===== config.mk =====
export PLATFORM = sky130hd
export DESIGN_NAME = la_pwrseq
export DESIGN_NICKNAME = d
export VERILOG_FILES = /design/src/rtl/la_pwrseq.sv
export SDC_FILE = /design/constraint.sdc
export NUM_CORES = 1
export LEC_CHECK = 0
export ABC_AREA = 1
export ABC_CLOCK_PERIOD_IN_PS = 2000
export BUFFER_PORTS_ARGS = -buffer_cell sky130_fd_sc_hd__buf_2
export CORE_MARGIN = 4
export CORE_UTILIZATION = 58
export CTS_BUF_LIST = sky130_fd_sc_hd__clkbuf_8
export CTS_CLUSTER_DIAMETER = 150
export DETAILED_ROUTE_END_ITERATION = 10
export PLACE_DENSITY = 0.77
export REMOVE_ABC_BUFFERS = 1
export SLEW_MARGIN = 20
export SYNTH_ARGS = -nofsm -noshare
export SYNTH_HDL_FRONTEND = slang
export SYNTH_SLANG_ARGS = --single-unit

===== constraint.sdc =====
create_clock -name clk -period 2 [get_ports clk]
set_input_delay 0.6 -clock clk [delete_from_list [all_inputs] [get_ports clk]]
set_output_delay 0.6 -clock clk [all_outputs]
set_load 0.03 [all_outputs]

===== src/rtl/la_pwrseq.sv =====
// rtl/la_pwrseq.sv - staggered power-switch sequencer with isolation and power-good
module la_pwrseq #(
    parameter string PROP  = "DEFAULT",
    parameter int    N     = 4,
    parameter int    DELAY = 8
) (
    input  logic         clk,
    input  logic         rst,
    input  logic         req,
    output logic [N-1:0] en,
    output logic         iso,
    output logic         ack,
    output logic         busy
);

    localparam int            CW   = (DELAY > 1) ? $clog2(DELAY) : 1;
    localparam logic [CW-1:0] CMAX = CW'(DELAY - 1);
    localparam logic [N-1:0]  ONE  = N'(1);

    // Out-of-range parameters are rejected at elaboration rather than building a broken ramp.
    if (N < 1) begin : g_bad_n
        $error("la_pwrseq: N must be >= 1");
    end
    if (DELAY < 1) begin : g_bad_delay
        $error("la_pwrseq: DELAY must be >= 1");
    end
    if (PROP == "") begin : g_bad_prop
        $error("la_pwrseq: PROP must not be empty");
    end

    typedef enum logic [1:0] {
        S_OFF  = 2'd0,
        S_UP   = 2'd1,
        S_ON   = 2'd2,
        S_DOWN = 2'd3
    } state_t;

    state_t        state;
    logic [CW-1:0] cnt;

    always_ff @(posedge clk) begin
        if (rst) begin
            state <= S_OFF;
            en    <= '0;
            iso   <= 1'b1;
            ack   <= 1'b0;
            busy  <= 1'b0;
            cnt   <= '0;
        end else begin
            case (state)
                S_OFF: begin
                    if (req) begin
                        state <= S_UP;
                        en    <= ONE;
                        busy  <= 1'b1;
                        cnt   <= '0;
                    end
                end
                S_UP: begin
                    if (!req) begin
                        state <= S_DOWN;
                        cnt   <= '0;
                    end else if (cnt == CMAX) begin
                        cnt <= '0;
                        if (&en) begin
                            state <= S_ON;
                            iso   <= 1'b0;
                            ack   <= 1'b1;
                            busy  <= 1'b0;
                        end else begin
                            en <= (en << 1) | ONE;
                        end
                    end else begin
                        cnt <= cnt + CW'(1);
                    end
                end
                S_ON: begin
                    // Isolation is raised on this edge; switches start opening DELAY edges later.
                    if (!req) begin
                        state <= S_DOWN;
                        iso   <= 1'b1;
                        ack   <= 1'b0;
                        busy  <= 1'b1;
                        cnt   <= '0;
                    end
                end
                S_DOWN: begin
                    if (req) begin
                        state <= S_UP;
                        cnt   <= '0;
                    end else if (cnt == CMAX) begin
                        cnt <= '0;
                        en  <= en >> 1;
                        if (en == ONE) begin
                            state <= S_OFF;
                            busy  <= 1'b0;
                        end
                    end else begin
                        cnt <= cnt + CW'(1);
                    end
                end
                default: begin
                    state <= S_OFF;
                    en    <= '0;
                    iso   <= 1'b1;
                    ack   <= 1'b0;
                    busy  <= 1'b0;
                    cnt   <= '0;
                end
            endcase
        end
    end

endmodule


==> flow_metrics.tcl <==
set metrics [dict create \
    p_switching_uw 822 \
    startpoint "state[1]" \
    area_growth_pct 13.0 \
    stdcell_count 150 \
    cts_tree "built" \
    post_cts_buffers 0 \
    cp_max_fo 8 \
    grt_util_met1 0.221 \
    min_path_type "reg -> reg" \
    synth_seq_cells 12 \
    slowest_delay_ns 0.36 \
    antenna_found_initial 0 \
    power_frac_seq 0.255 \
    yosysUniqueCellTypes 21 \
    grt-ovfl-total 0 \
    grt_use_met2 0.311 \
    cts_resized 0 \
    max_freq_mhz 641 \
    post-place-ws_ns 0.438 \
    fin_crit_ns 1.56 \
    clk-insertion-delay-late_ns 0.24 \
    cts_buffers 3 \
    layout_commonest_cell "nand2_1" \
    syn_area_per_cell_um2 6.56 \
    synth_area_um2 807 \
    firstDrtPassIters 4 \
    fp.dieH_um 45.3 \
    cts-hold-fix-buffers 0 \
    wl_um 1690 \
    top_usage_layer "met2" \
    regToRegSetupSlack_ns 0.44 \
    io_buffers 9 \
    cts_buffer_depth 2 \
    critical_path.top_delay_family "simple AND/OR/NAND/NOR gates" \
    final_nets 147 \
    timing.final.ws_setup_ns 0.440 \
    synth.area.top_cells "dfxtp_1 30%, nand2_1 16%, ha_1 11%, inv_1 7.4%, nor2_1 7.4%" \
    p_leak_nw 0.473 \
    synth_top_area_frac 0.298 \
    cap_violations 0 \
    antenna_cells 0 \
    powerDensity_mw_per_mm2 1800 \
    path_buf_inv 1 \
    dpl.hpwl_um 1270 \
    n_fill_cell 123 \
    ir_drop_mv 0.754 \
    cp-start-kind "flop" \
    worstSetupPathType "reg -> reg" \
    regToRegEndpoint "en[3]" \
    rows 13 \
    final_cell_mix "35 x nand2_1, 16 x inv_1, 16 x nor2_1" \
    drv_slew 0 \
    syn_inst 123 \
    drt-initial-drc-count 13 \
    synth_top_area_cell "dfxtp_1" \
    layout-drive-gt1-share 0.170 \
    clock-sinks 12 \
    grt_setup_unrepaired "no" \
    core_area_mm2 0.00130 \
    die_area_mm2 0.00205 \
    clock-root-buffer "clkbuf_8" \
    finalClockSkew_ns 0.00266 \
    track_usage 0.185 \
    hold_viol 0 \
    worstSetupEndpointType "flop" \
    internal-power_uw 816 \
    crit_arrival_ns 1.69 \
    maxSlewHeadroom 0.761 \
    routabilityCongestion 0.865 \
    ff2ff_path_depth 8 \
    slowest_stage "dfxtp_1" \
    use_met3 0.0398 \
    num_io_pins 10 \
    cp.depth 8 \
    finalCritPeriodShare 0.780 \
    grt_max_degree 11 \
    ys_seq_area_frac 0.298 \
    vias 790 \
    crit_path_end "en[3]" \
    sw_frac_of_total 0.502 \
    reg2reg_from "state[1]" \
    status "finished clean" \
    h-tree-depth 1 \
    drc 0 \
    antenna_left 0 \
    avgRoutedWirePerCell_um 11.3 \
    crit_required_ns 2.13 \
    pwr-share-clk 0.131 \
    cp_cell_sequence "inv_1, ha_1, nand2_1, nand2_1, nor2_1, nand3_4, o21ai_1, nor2_1" \
    die-width_um 45.3 \
    initial_utilization 0.620 \
    grt_pass1_vias 706 \
    dpl.cell_count 147 \
    setup_viol 0 \
    setup_tns_ns 0 \
    avgViaCountPerCell 5.27 \
    worst_slew_pin_slew_ns 0.354 \
    grt_pass1_wl_um 2810 \
    min_from "ack" \
    cts.clk_slew.worst_paths_ns 0.05 \
    p_comb_frac 0.614 \
    yosysWarnings 0 \
]
[final cells by class]
class	count	area, um^2	area share
Sequential cell	12	240	0.263
Clock buffer	3	41.3	0.0453
Timing Repair Buffer	9	45.0	0.0494
Tap cell	15	18.8	0.0206
Multi-Input combinational cell	92	495	0.543
Inverter	19	71.3	0.0782
[registers in the layout, summed over array words and instances, names as in the netlist]
| name | cells |
|---|---|
| iso | 1 |
| busy | 1 |
| ack | 1 |
| en | 4 |
| cnt | 3 |
| state | 2 |
[worst register-to-register path, delay by kind of cell (launching register included)]
family	cells	cell delay, ns
simple gates	5	0.56
buf+inv	1	0.10
compound gates	1	0.14
flops	1	0.36
fa+ha+maj	1	0.30
[cells by family (layout without fill, tap and decap cells)]
family	after synthesis	in the layout	synth area share
fa+ha+maj	7	7	0.109
simple gates	69	69	0.386
flops	12	12	0.298
buf+inv	19	31	0.0884
compound gates	16	16	0.119
[synthesized netlist by cell type, drive strengths merged]
master,count
ha,7
clkinv,1
and2,1
nand2,37
nor2,19
o22ai,2
inv,18
dfxtp,12
nand3,8
o21ai,7
or2,1
nand4,3
o211ai,1
a21oi,6
[how the worst min path moves through the flow]
| stage | endpoint | depth (start not counted) |
|---|---|---|
| final | ack | 2 |
| after global routing | ack | 2 |
| after CTS | ack | 2 |
| after detailed placement | ack | 2 |
| after global placement | ack | 2 |
| after floorplan | cnt[1] | 2 |
[routing by layer]
layer,vias to the layer above,wire (um)
li1,418,-
met4,0,29
met2,14,807
met5,-,0
met3,5,60
met1,353,790
[power by group through the flow]
stage	registers (mW)	logic, mW	clock network, mW
after floorplan	0.541	0.671	0
after global placement	0.419	0.974	0
after detailed placement	0.423	0.994	0
after CTS	0.419	1.01	0.221
after global routing	0.430	1.13	0.233
final	0.418	1.01	0.214
[per-stage QoR]
step | utilization | hold WS (ns) | power, mW | area [um^2]
global placement | 0.669 | 0.443 | 1.39 | 871
global route | 0.701 | 0.484 | 1.80 | 912
floorplan | - | 0.509 | 1.21 | 807
detailed placement | 0.669 | 0.455 | 1.42 | 871
finish | 0.701 | 0.455 | 1.64 | 912
CTS | 0.701 | 0.462 | 1.65 | 912
(Power assumes the default switching activity.)
